File: src/rtl/bp_pkg.sv
// Shared encodings and helpers for the branch prediction unit.
package bp_pkg;

    // 2-bit saturating counter states
    localparam logic [1:0] SNT = 2'b00;
    localparam logic [1:0] WNT = 2'b01;
    localparam logic [1:0] WT  = 2'b10;
    localparam logic [1:0] ST  = 2'b11;

    // Sequential PC step
    localparam int unsigned PC_INC = 32'd4;

    // Counter write operations requested of the target buffer
    typedef enum logic [1:0] {
        CTR_HOLD = 2'b00,
        CTR_INC  = 2'b01,
        CTR_DEC  = 2'b10,
        CTR_SET  = 2'b11
    } ctr_op_e;

    // Saturating step of a 2-bit direction counter
    function automatic logic [1:0] sat_update(input logic [1:0] ctr, input logic taken);
        logic [1:0] nxt;
        if (taken) begin
            nxt = (ctr == ST) ? ST : ctr + 2'd1;
        end else begin
            nxt = (ctr == SNT) ? SNT : ctr - 2'd1;
        end
        return nxt;
    endfunction

endpackage

File: src/rtl/branch_target_buffer.sv
// Direct-mapped BHT/BTB storage: one combinational read port, one clocked write port.
// Valid bits and counters are reset; tags and targets are only meaningful when valid.
module branch_target_buffer
    import bp_pkg::*;
#(
    parameter int PC_WIDTH   = 32,
    parameter int INDEX_BITS = 4,
    parameter int TAG_BITS   = PC_WIDTH - INDEX_BITS - 2
) (
    input  logic                  clk,
    input  logic                  reset,
    input  logic [INDEX_BITS-1:0] rd_idx,
    output logic                  rd_valid,
    output logic [TAG_BITS-1:0]   rd_tag,
    output logic [PC_WIDTH-1:0]   rd_target,
    output logic [1:0]            rd_ctr,
    input  logic [INDEX_BITS-1:0] wr_idx,
    input  ctr_op_e               wr_ctr_op,
    input  logic                  wr_alloc,
    input  logic                  wr_inval,
    input  logic [TAG_BITS-1:0]   wr_tag,
    input  logic [PC_WIDTH-1:0]   wr_target
);

    localparam int ENTRIES = 2 ** INDEX_BITS;

    logic                valid_r  [ENTRIES];
    logic [1:0]          ctr_r    [ENTRIES];
    logic [TAG_BITS-1:0] tag_r    [ENTRIES];
    logic [PC_WIDTH-1:0] target_r [ENTRIES];

    // Read port: raw pre-update contents, no write bypass
    always_comb begin
        rd_valid  = valid_r[rd_idx];
        rd_tag    = tag_r[rd_idx];
        rd_target = target_r[rd_idx];
        rd_ctr    = ctr_r[rd_idx];
    end

    // Valid bits and direction counters, cleared to invalid/WNT on reset
    always_ff @(posedge clk or posedge reset) begin
        if (reset) begin
            for (int i = 0; i < ENTRIES; i++) begin
                valid_r[i] <= 1'b0;
                ctr_r[i]   <= WNT;
            end
        end else begin
            if (wr_alloc) begin
                valid_r[wr_idx] <= 1'b1;
            end else if (wr_inval) begin
                valid_r[wr_idx] <= 1'b0;
            end
            case (wr_ctr_op)
                CTR_INC:  ctr_r[wr_idx] <= sat_update(ctr_r[wr_idx], 1'b1);
                CTR_DEC:  ctr_r[wr_idx] <= sat_update(ctr_r[wr_idx], 1'b0);
                CTR_SET:  ctr_r[wr_idx] <= ST;
                default:  ctr_r[wr_idx] <= ctr_r[wr_idx];
            endcase
        end
    end

    // Tag and target payload, written only on allocation
    always_ff @(posedge clk) begin
        if (wr_alloc && !reset) begin
            tag_r[wr_idx]    <= wr_tag;
            target_r[wr_idx] <= wr_target;
        end
    end

endmodule

File: src/rtl/branch_predict_unit.sv
// Branch predictor: IF-side lookup, EX-side resolve/flush and redirect,
// table training and a saturating mispredict statistics counter.
module branch_predict_unit
    import bp_pkg::*;
#(
    parameter int PC_WIDTH   = 32,
    parameter int INDEX_BITS = 4,
    parameter int CNT_WIDTH  = 16
) (
    input  logic                 clk,
    input  logic                 reset,
    input  logic [PC_WIDTH-1:0]  pc_if,
    output logic                 predict_taken_if,
    output logic [PC_WIDTH-1:0]  predict_target_if,
    input  logic                 ex_valid,
    input  logic                 branch_ex,
    input  logic                 jump_ex,
    input  logic [PC_WIDTH-1:0]  pc_ex,
    input  logic                 taken_ex,
    input  logic [PC_WIDTH-1:0]  target_ex,
    input  logic                 pred_taken_ex,
    input  logic [PC_WIDTH-1:0]  pred_target_ex,
    output logic                 wrong_prediction,
    output logic [PC_WIDTH-1:0]  redirect_pc,
    output logic [CNT_WIDTH-1:0] mispredict_count
);

    localparam int TAG_BITS = PC_WIDTH - INDEX_BITS - 2;
    localparam logic [PC_WIDTH-1:0] PC_STEP = PC_WIDTH'(PC_INC);

    logic                  rd_valid_s;
    logic [TAG_BITS-1:0]   rd_tag_s;
    logic [PC_WIDTH-1:0]   rd_target_s;
    logic [1:0]            rd_ctr_s;
    logic                  hit_s;
    logic                  act_taken_s;
    logic                  cf_s;
    logic                  stale_s;
    ctr_op_e               ctr_op_s;
    logic                  alloc_s;
    logic [CNT_WIDTH-1:0]  mispredict_count_r;

    branch_target_buffer #(
        .PC_WIDTH   (PC_WIDTH),
        .INDEX_BITS (INDEX_BITS),
        .TAG_BITS   (TAG_BITS)
    ) u_btb (
        .clk       (clk),
        .reset     (reset),
        .rd_idx    (pc_if[INDEX_BITS+1:2]),
        .rd_valid  (rd_valid_s),
        .rd_tag    (rd_tag_s),
        .rd_target (rd_target_s),
        .rd_ctr    (rd_ctr_s),
        .wr_idx    (pc_ex[INDEX_BITS+1:2]),
        .wr_ctr_op (ctr_op_s),
        .wr_alloc  (alloc_s),
        .wr_inval  (stale_s),
        .wr_tag    (pc_ex[PC_WIDTH-1:INDEX_BITS+2]),
        .wr_target (target_ex)
    );

    // Fetch-side prediction from the current table contents
    always_comb begin
        hit_s            = rd_valid_s && (rd_tag_s == pc_if[PC_WIDTH-1:INDEX_BITS+2]);
        predict_taken_if = hit_s && rd_ctr_s[1];
        if (predict_taken_if) begin
            predict_target_if = rd_target_s;
        end else begin
            predict_target_if = pc_if + PC_STEP;
        end
    end

    // EX-side resolve: flush decision, redirect target and training request
    always_comb begin
        act_taken_s = jump_ex | (branch_ex & taken_ex);
        cf_s        = ex_valid & (branch_ex | jump_ex);
        // A non-control instruction that was predicted taken hit an aliased entry
        stale_s     = ex_valid & ~branch_ex & ~jump_ex & pred_taken_ex;
        wrong_prediction = (cf_s & (act_taken_s != pred_taken_ex))
                         | (cf_s & act_taken_s & (target_ex != pred_target_ex))
                         | stale_s;
        if (act_taken_s) begin
            redirect_pc = target_ex;
        end else begin
            redirect_pc = pc_ex + PC_STEP;
        end
        ctr_op_s = CTR_HOLD;
        alloc_s  = 1'b0;
        if (cf_s) begin
            if (jump_ex) begin
                ctr_op_s = CTR_SET;
                alloc_s  = 1'b1;
            end else if (taken_ex) begin
                ctr_op_s = CTR_INC;
                alloc_s  = 1'b1;
            end else begin
                ctr_op_s = CTR_DEC;
                alloc_s  = 1'b0;
            end
        end else begin
            ctr_op_s = CTR_HOLD;
            alloc_s  = 1'b0;
        end
    end

    // Mispredict statistics, saturating at all-ones
    always_ff @(posedge clk or posedge reset) begin
        if (reset) begin
            mispredict_count_r <= {CNT_WIDTH{1'b0}};
        end else if (wrong_prediction && (mispredict_count_r != {CNT_WIDTH{1'b1}})) begin
            mispredict_count_r <= mispredict_count_r + {{(CNT_WIDTH-1){1'b0}}, 1'b1};
        end
    end

    assign mispredict_count = mispredict_count_r;

endmodule

File: config.mk
export PLATFORM = sky130hd
export DESIGN_NAME = branch_predict_unit
export DESIGN_NICKNAME = d
export VERILOG_FILES = /design/src/rtl/bp_pkg.sv /design/src/rtl/branch_target_buffer.sv /design/src/rtl/branch_predict_unit.sv
export SDC_FILE = /design/constraint.sdc
export NUM_CORES = 1
export LEC_CHECK = 0
export CAP_MARGIN = 20
export CORE_MARGIN = 10
export CORE_UTILIZATION = 45
export CTS_BUF_LIST = sky130_fd_sc_hd__clkbuf_2 sky130_fd_sc_hd__clkbuf_4 sky130_fd_sc_hd__clkbuf_8
export DETAILED_ROUTE_END_ITERATION = 12
export HOLD_SLACK_MARGIN = 0.06
export SLEW_MARGIN = 10
export SYNTH_ARGS = -nofsm -noshare
export SYNTH_HDL_FRONTEND = slang
export SYNTH_SLANG_ARGS = --single-unit
File: constraint.sdc
create_clock -name clk -period 7.1 [get_ports clk]
set_clock_uncertainty 0.1 [all_clocks]
set_input_delay 1.42 -clock clk [delete_from_list [all_inputs] [get_ports clk]]
set_output_delay 1.42 -clock clk [all_outputs]
set_load 0.01 [all_outputs]
==> results.tsv <==
stage	metric	value	unit
sta	final worst-path cycle share	0.962	
global_route	total congestion overflow	0	
sta	unrepaired setup endpoints after global routing	no	
final_layout	post-route cell area	48900	um^2
detailed_routing	Vias/cell	6.06	
place	post-placement cell area	45800	um^2
clocking	Root Buffer	clkbuf_8	
detailed_routing	antenna viol nets, final	0	
sta	Max Clk Rate	0.146	GHz
floorplan	die area	104000	um^2
floorplan	I/O pins	217	
global_route	Total GRT Usage	0.238	
final_layout	Seq. cell area	29500	um^2
synthesis	synth warn	0	
sta	min Tclk post-route	6830	ps
synthesis	Synth async-reset ratio	0.0645	
critical_path	delay-heaviest family, CP	buffers and inverters	
power	internal power	9.67	mW
clocking	CTS tree	yes	
min_path	Hold Crit Class	flop to flop	
final_layout	fin cells	3840	
global_route	largest net degree at the start of global routing	65	
final_layout	area grow syn2layout	18.7	%
place	GP Congestion	0.884	
place	placed insts	3546	
detailed_routing	TritonRoute pass-1 iters	6	
critical_path	crit path kind	input pin to primary output	
clocking	H-tree Lvls	4	
clocking	CTS clk-pin slew, worst paths	60	ps
sta	Worst slew margin	0.260	
detailed_routing	drt total wl	123	mm
critical_path	worst path cell trace	buf_6, buf_4, and2_1, buf_4, nand2_1, nor2_1, nand2_1, nor2_1, nand3_1, xnor2_1, mux2_1, clkdlybuf4s50_1	
global_route	initial antenna violation count	4	
min_path	hold depth	2	
clocking	post-CTS setup buffer count	0	
critical_path	Critical Path End Type	primary output	
synthesis	post-synth cell types	56	
final_layout	fillers	7093	
sta	Hold Violations, Final	0	
critical_path	setup slack, reg-to-reg	3840	ps
detailed_routing	# DRC	0	
power	sequential power share	0.524	
detailed_routing	Vias	23287	
sta	Post-Route Setup TNS	0	ps
power	Power per Cell Area	260	nW/um^2
clocking	Post-CTS Resized	0	
critical_path	crit path DAT	5310	ps
power	Comb pwr share	0.097	
critical_path	Required @ worst endpoint	5580	ps
sta	Setup-failing EPs final	0	
power	Pleak	16.1	nW
sta	Least-Margin Pin Slew	1100	ps
synthesis	post-synthesis average cell area	19.4	um^2
power	proportion of power drawn by the clock network	0.380	
critical_path	type of origin of the critical path	input pin	
power	maximum vdd drop	0.000194	V
floorplan	Initial Util	0.456	
floorplan	DIE WIDTH	323	um
synthesis	synthesized area	41200	um^2
critical_path	crit-path max FO	43	
critical_path	CP Buf/Inv Count	4	
global_route	number of global-route vias before repair	23981	
detailed_routing	drt first-iter violations	2682	
final_layout	Util after Layout	0.541	
place	Final HPWL DP	77.3	mm
critical_path	worst stage delay on the critical path	530	ps
run_status	status	finished clean	
floorplan	die height	323	um
synthesis	FF+latch count, synth	992	
clocking	clock latency at the later pin of the worst-skew pair	820	ps
flow_run	Max-cap violations	0	
final_layout	Multi-input gate area	11200	um^2
synthesis	cells after synthesis	2119	
final_layout	Post-layout nets	2676	
place	IO buf count	216	
detailed_routing	WL per Instance	32.1	um
clocking	clk sinks	992	
clocking	CTS Buf Count	162	
power	Pwr Total	12.7	mW
synthesis	sequential fraction of the synthesis area	0.716	
global_route	first-pass GRT wire length	176	mm
floorplan	num rows	110	
synthesis	syn_nets	2260	
power	switch share	0.240	
clocking	CTS Hold Buffers Added	0	
clocking	clk buf depth	3	
synthesis	number of flops mapped to enable cells by yosys	928	
floorplan	core box area	90400	um^2
critical_path	R2R cell count	5	
sta	Slew Limit Fails	0	
critical_path	CP max-delay cell	clkdlybuf4s50_1	
synthesis	dominant synthesized flop cell	edfxtp_1	
final_layout	share of cells above drive strength 1	0.282	
power	sw power	3.05	mW
[worst max-delay path by stage]
stage / startpoint / to / slack, ps / depth (start not counted)
after global placement: pc_if[2] / predict_target_if[3] / 260 / 13
after floorplan: reset / u_btb.tag_r[10][0] / 590 / 4
after global routing: pc_if[4] / predict_target_if[28] / 150 / 12
after CTS: pc_if[4] / predict_target_if[31] / 260 / 12
after detailed placement: pc_if[4] / predict_target_if[31] / 290 / 12
final: pc_if[4] / predict_target_if[26] / 270 / 12
[sequential cells by signal, summed over array words and instances, names as in the netlist, named ones only]
name,cells
mispredict_count,16
u_btb.tag_r,416
u_btb.target_r,512
[cell type report]
cell class / instances / area share
diodes: 2 / 0.000102
clock buffers: 228 / 0.0567
clock inverters: 63 / 0.00706
inverters: 28 / 0.00215
multi-input cells: 991 / 0.229
flip-flops and latches: 992 / 0.603
well taps: 1176 / 0.0301
repair buffers: 360 / 0.0719
[layer usage]
layer | GRT usage | wire length [um]
met1 | 0.330 | 50500
met2 | 0.368 | 57700
met3 | 0.0657 | 12500
met4 | 0.0660 | 2780
met5 | 0 | 12
[layout by cell type, fill, tap and decap left out, types with 48 or more instances in the layout]
master / n
xnor2_1: 55
clkbuf_8: 170
o21ai_0: 106
mux4_2: 285
clkdlybuf4s50_1: 212
edfxtp_1: 928
nand2_1: 111
dfrtp_1: 48
clkbuf_4: 58
xor2_1: 75
buf_4: 124
[per-stage QoR]
step / hold WS, ps / worst slack (ps)
global placement: 366 / 260
global route: 404 / 147
finish: 388 / 269
detailed placement: 377 / 288
floorplan: 356 / 590
CTS: 386 / 264
[worst reg2reg max path, delay by kind of cell, from the launching register on]
| kind | cells | cell delay (ps) |
|---|---|---|
| AOI/OAI and AO/OA | 2 | 1140 |
| adders and majority gates | 1 | 390 |
| DFF | 1 | 430 |
| muxes | 2 | 1050 |
[logic make-up (layout without fill, tap and decap cells)]
family,count (synthesis),after routing,synth area share
AO/OA/AOI/OAI,193,193,0.0279
XOR/XNOR,131,131,0.0279
adder cells (fa/ha/maj),7,7,0.00207
buffers and inverters,136,679,0.0160
flip-flops,992,992,0.716
multiplexers,365,365,0.176
other,0,2,0
AND/OR/NAND/NOR,295,295,0.0340
[synth_stat cells, drive strengths merged, types with 28 or more instances]
cell type,instances,share of area
nand3,35,0.0043
mux2i,44,0.011
clkbuf,55,0.0050
inv,28,0.0026
xor2,75,0.016
dfrtp,48,0.029
mux2,36,0.0098
o21ai,108,0.013
xnor2,56,0.012
nand2,111,0.010
buf,53,0.0084
nor2,58,0.0053
mux4,285,0.16
edfxtp,928,0.68
[power groups by stage]
stage | Sequential [mW] | Clock, mW | Combinational [mW]
2_1_floorplan | 6.75 | 0 | 0.611
3_3_place_gp | 6.77 | 0 | 1.21
3_5_place_dp | 6.77 | 0 | 1.23
4_1_cts | 6.65 | 4.90 | 1.23
5_1_grt | 6.67 | 5.17 | 1.31
6_report | 6.66 | 4.82 | 1.23
No activity file was read; power rests on OpenSTA's default activity.
==> RTL edit 1 (config.mk and constraints unchanged) <==
`INDEX_BITS` is set to 4 in 2 places; all go to 3.
--- a/src/rtl/branch_target_buffer.sv
+++ b/src/rtl/branch_target_buffer.sv
@@ -6,3 +6,3 @@
     parameter int PC_WIDTH   = 32,
-    parameter int INDEX_BITS = 4,
+    parameter int INDEX_BITS = 3,
     parameter int TAG_BITS   = PC_WIDTH - INDEX_BITS - 2
--- a/src/rtl/branch_predict_unit.sv
+++ b/src/rtl/branch_predict_unit.sv
@@ -6,3 +6,3 @@
     parameter int PC_WIDTH   = 32,
-    parameter int INDEX_BITS = 4,
+    parameter int INDEX_BITS = 3,
     parameter int CNT_WIDTH  = 16
Formal check against the unedited RTL: not equivalent (Yosys sat finds a counterexample within 4 cycles, from zero or initial values and one cycle with reset high).
==> RTL edit 1 against the original RTL <==
Power fell by 48%. Highest routed layer unchanged. Design area is 45% lower. Clock power decreased by 50%. Largest power group unchanged. Global-route usage fell by 1.8 points. Core utilization rose by 1.0 points. Worst setup slack worse by 0.012 ns. Area after synthesis shrank 46%. First-iteration DRC count fell by 47%. Sequential cell count down 480. Routed wire length shrank 48%.
==> RTL edit 1: results (changes against the original RTL) <==
| Metric | Value |
|---|---|
| Ranking of synthesized cells by instance count | edfxtp_1, nand2_1, mux4_2 (was edfxtp_1, mux4_2, nand2_1) |
| Maximum level of the CTS H-tree | 3 (was 4) |
| HPWL after DPL | 42,410 µm (was 77,280 µm) |
| First-pass GRT wire length | 91,940 µm (was 175,700 µm) |
| Worst setup slack for register-to-register paths | 4.48 ns (was 3.84 ns) |
| Worst endpoint data arrival time | 5.32 ns (was 5.31 ns) |
| Antenna violations before repair | 4 (unchanged) |
| Most area-consuming cells after synthesis | edfxtp_1, mux4_2, mux2i_1 (was edfxtp_1, mux4_2, dfrtp_1) |
| Drt pass-1 iters | 5 (was 6) |
| Average detailed-routed wire length per instance | 27.20 µm (was 32.15 µm) |
| Instance area after placement | 25,290 µm² (was 45,770 µm²) |
| Area of all placed cells without fillers | 26,860 µm² (was 48,910 µm²) |
| Number of flip-flops in the largest register | 256 (was 512) |
| Seq power | 3.45 mW (was 6.66 mW) |
| Layout cells sized above 1 | 18.73% (was 28.17%) |
| VDD IR-drop max | 118.3 µV (was 193.6 µV) |
| Result of the run | complete, no violations (unchanged) |
| Number of enable-type register cells in the synthesized netlist | 472 (was 928) |
| Insertion delay of the later-clocked pin in the worst-skew pair | 0.65 ns (was 0.82 ns) |
| Relative slew margins | 28.39% (was 25.99%) |
| Number of nets produced by synthesis | 1,470 (was 2,260) |
| Final layout net count | 1,761 (was 2,676) |
| Post-synthesis sequential area ratio | 68.83% (was 71.59%) |
| Worst Hold Margin | 0.3880 ns (was 0.3883 ns) |
| Final RePlAce weighted congestion | 0.8957 (was 0.8838) |
| Hold depth | 2 (unchanged) |
| Startpoint of the lowest-slack register-to-register path | mispredict_count[3] |
| Total global routing track utilization | 22.03% (was 23.80%) |
| Worst Reg2Reg Path Length in Cells | 8 (was 5) |
| Filler Cell Count | 3,928 (was 7,093) |
| Number of vias per cell after detailed routing | 5.607 (was 6.064) |
| Static leakage | 9.015 nW (was 16.13 nW) |
| Number of buffers created by CTS | 83 (was 162) |
| Crit path max fanout | 35 (was 43) |
| Startpoint of the most critical setup path | pc_if[3] (was pc_if[4]) |
| Iter 0 DRT Violations | 1,429 (was 2,682) |
| Termination of the worst setup path | predict_target_if[5] (was predict_target_if[26]) |
| Via count of the first global-routing pass | 13.59k (was 23.98k) |
| Total combinational power | 0.725 mW (was 1.23 mW) |
| Unique cell type count in the Yosys netlist | 53 (was 56) |
| Seq pwr share | 52.3% (was 52.4%) |
| Share of flip-flops with an asynchronous set or reset | 7.813% (was 6.452%) |
[RTL edit 1: stage by stage]
| stage | setup slack [ns] | std cells |
|---|---|---|
| after global routing | 0.02924 | 2346 |
| after global placement | 0.3779 | 2202 |
| final | 0.2574 | 2347 |
| after CTS | 0.2153 | 2346 |
| after detailed placement | 0.2485 | 2202 |
| after floorplan | 1.272 | 1332 |
[RTL edit 1: cell type report]
type	count	area share, %
Clock inverter	24	0.4006
Tap cell	664	3.093
Clock buffer	120	5.426
Antenna cell	1	0.009316
Multi-Input combinational cell	745	24.41
Sequential cell	512	56.53
Timing Repair Buffer	268	9.954
Inverter	13	0.1817
[RTL edit 1: kinds of logic (layout without fill, tap and decap cells)]
kind of cell	after synthesis	after routing	synth area share (%)
adders and majority gates	4	4	0.2155
and+or+nand+nor	293	293	6.409
xor gates and xnor gates	120	120	4.764
other	0	1	0
buffers and inverters	75	425	1.753
muxes	195	195	14.53
DFF	512	512	68.83
AOI/OAI and AO/OA	133	133	3.500
[RTL edit 1: critical path, cell delays in order]
cell	delay, ns
buf_4	0.47
nor2b_1	0.35
a22oi_1	0.17
a31o_1	0.25
a22o_1	0.23
or4_1	0.60
nor4_2	0.30
buf_4	0.32
buf_4	0.27
nor3_1	0.08
a211oi_2	0.20
clkdlybuf4s50_1	0.64
[RTL edit 1: layer usage]
layer | part of all wire, % | track usage [%] | vias up
met5 | 0.069 | 0 | -
met4 | 2.2 | 6.763 | 6
met3 | 8.9 | 5.630 | 92
met2 | 46 | 34.06 | 548
met1 | 43 | 30.23 | 6722
li1 | - | - | 5792
==> RTL edit 2 (config.mk and constraints unchanged) <==
Without the edit above. Reset style: synchronous (`reset`), changed in 2 clocked blocks.
--- a/src/rtl/branch_target_buffer.sv
+++ b/src/rtl/branch_target_buffer.sv
@@ -40,3 +40,3 @@
     // Valid bits and direction counters, cleared to invalid/WNT on reset
-    always_ff @(posedge clk or posedge reset) begin
+    always_ff @(posedge clk) begin
         if (reset) begin
--- a/src/rtl/branch_predict_unit.sv
+++ b/src/rtl/branch_predict_unit.sv
@@ -107,3 +107,3 @@
     // Mispredict statistics, saturating at all-ones
-    always_ff @(posedge clk or posedge reset) begin
+    always_ff @(posedge clk) begin
         if (reset) begin
Function: changed (Yosys sat finds a counterexample within 4 cycles, from zero or initial values and one cycle with reset high; the reset may be asserted at any time).
==> RTL edit 2 against the original RTL <==
Worst setup slack got worse by 0.054 ns. Power fell by 3.7%. Design area up 0.43%. Routed wire length decreased by 0.26%. Sequential share of layout area is essentially flat. Sequential cell count is the same. Die area is 1.1% higher. Core utilization decreased by 0.58 points. Area after synthesis grew 1.2%. Critical endpoint is now redirect_pc[31]. Highest routed layer unchanged.
==> RTL edit 2: results (changes against the original RTL) <==
| Metric | Value |
|---|---|
| Met3 track utilization from global routing | 6.599% (was 6.574%) |
| Unique cell type count in the Yosys netlist | 72 (was 56) |
| Seq pwr share | 53.2% (was 52.4%) |
| First-pass GRT wire length | 175,800 µm (was 175,700 µm) |
| Filler Cell Count | 7,232 (was 7,093) |
| Number of enable-type register cells in the synthesized netlist | 976 (was 928) |
| Drt pass-1 iters | 7 (was 6) |
| Sum of routed wire length over all layers | 123,100 µm (was 123,400 µm) |
| Static leakage | 15.82 nW (was 16.13 nW) |
| Non-filler cells in the finished layout | 3,948 (was 3,840) |
| VDD IR-drop max | 163.2 µV (was 193.6 µV) |
| Result of the run | complete, no violations (unchanged) |
| HPWL after DPL | 75,100 µm (was 77,280 µm) |
| Final RePlAce weighted congestion | 0.9081 (was 0.8838) |
| Cell Count Post-Placement | 3,664 (was 3,546) |
| Insertion delay of the later-clocked pin in the worst-skew pair | 0.81 ns |
| Registers with the most flip-flops | u_btb.target_r x512, u_btb.tag_r x416, u_btb.ctr_r x32 |
| Clk pin slew, worst setup/hold paths | 0.06 ns (about the same) |
| Number of buffers between clock root and the deepest sink | 3 (unchanged) |
| Setup crit end kind | output pin (unchanged) |
| Switch Pwr | 2.851 mW (was 3.046 mW) |
| Area of all placed cells without fillers | 49,120 µm² (was 48,910 µm²) |
| IO buf count | 216 (unchanged) |
| Most area-consuming cells after synthesis | edfxtp_1, mux4_2, xnor2_1 (was edfxtp_1, mux4_2, dfrtp_1) |
| Worst setup slack after placement | 0.3010 ns (was 0.2879 ns) |
| Layout cells sized above 1 | 26.78% (was 28.17%) |
| Number of setup buffers added after CTS | 0 (unchanged) |
| Number of gates resized after cts | 0 (unchanged) |
| Instance area after placement | 46,080 µm² (was 45,770 µm²) |
| Final layout net count | 2,723 (was 2,676) |
| Number of vias per cell after detailed routing | 5.987 (was 6.064) |
| Combinational fraction of design power | 8.4% (was 9.7%) |
| Iter 0 DRT Violations | 2,890 (was 2,682) |
| Ranking of synthesized cells by instance count | edfxtp_1, mux4_2, nand2_1 (unchanged) |
| Number of nets produced by synthesis | 2,347 (was 2,260) |
| Post-synthesis sequential area ratio | 71.09% (was 71.59%) |
| Maximum level of the CTS H-tree | 4 (unchanged) |
| Count of yosys warnings during synthesis | 0 (unchanged) |
| Share of flip-flops with an asynchronous set or reset | 0% (was 6.452%) |
| Crit path max fanout | 10 (was 43) |
| Global-route track usage on met1 | 32.91% (was 32.96%) |
| Number of buffers created by CTS | 159 (was 162) |
| Cell count after synthesis | 2,206 (was 2,119) |
| Antenna violations before repair | 5 (was 4) |
| Maximum number of pins on one net before global-route repair | 65 (unchanged) |
| Power density over cell area | 249.3 nW/µm² (was 259.9 nW/µm²) |
| Cell chosen for the clock root | clkbuf_8 (unchanged) |
| Via count of the first global-routing pass | 24.26k (was 23.98k) |
| Largest Register | u_btb.target_r (unchanged) |
| Class of the tightest hold or removal check | reg -> reg (unchanged) |
| Met2 usage | 34.40% (was 36.82%) |
| Relative slew margins | 27.55% (was 25.99%) |
| Total global routing track utilization | 23.02% (was 23.80%) |
## RTL edit 2: cells by family (layout without fill, tap and decap cells)
| family | after synthesis | count (layout) | synth area share [%] |
|---|---|---|---|
| flops | 992 | 992 | 71.09 |
| compound gates | 144 | 144 | 2.339 |
| simple gates | 421 | 421 | 5.095 |
| fa+ha+maj | 6 | 6 | 0.1801 |
| buf+inv | 153 | 651 | 1.768 |
| other cells | 0 | 1 | 0 |
| mux | 365 | 365 | 16.90 |
| xor+xnor | 125 | 125 | 2.627 |
## RTL edit 2: worst paths after layout
kind,startpoint,endpoint,slack [ns],cells after the start
worst max-delay path,pc_ex[4],redirect_pc[31],0.21,11
worst min-delay path,mispredict_count[13],mispredict_count[13],0.42,2
worst max register to register,u_btb.ctr_r[11][1],u_btb.ctr_r[10][0],4.03,6
worst min register to register,mispredict_count[13],mispredict_count[13],0.42,2
## RTL edit 2: cell type report
class	count	area share, %
Tap cell	1243	3.166
Sequential cell	992	60.32
Multi-Input combinational cell	1061	23.28
Clock inverter	57	0.6827
Inverter	23	0.1783
Antenna cell	1	0.005095
Timing Repair Buffer	345	6.860
Clock buffer	226	5.505
## RTL edit 2: layer usage
| metal | part of all wire [%] | vias to the layer above | wire (µm) |
|---|---|---|---|
| met5 | 0.011 | - | 13 |
| met4 | 2.1 | 2 | 2635 |
| met3 | 11 | 184 | 12970 |
| met2 | 45 | 1302 | 55750 |
| met1 | 42 | 12410 | 51760 |
| li1 | - | 9743 | - |
## RTL edit 2: critical path, stage by stage
cell	delay [ns]
clkdlybuf4s50_1	0.55
and2_1	0.46
nand3_1	0.20
nor4_1	0.24
buf_4	0.23
and4_1	0.23
nand2b_1	0.19
nor3_1	0.45
xnor2_1	0.28
o21ai_0	0.47
clkdlybuf4s50_1	0.65
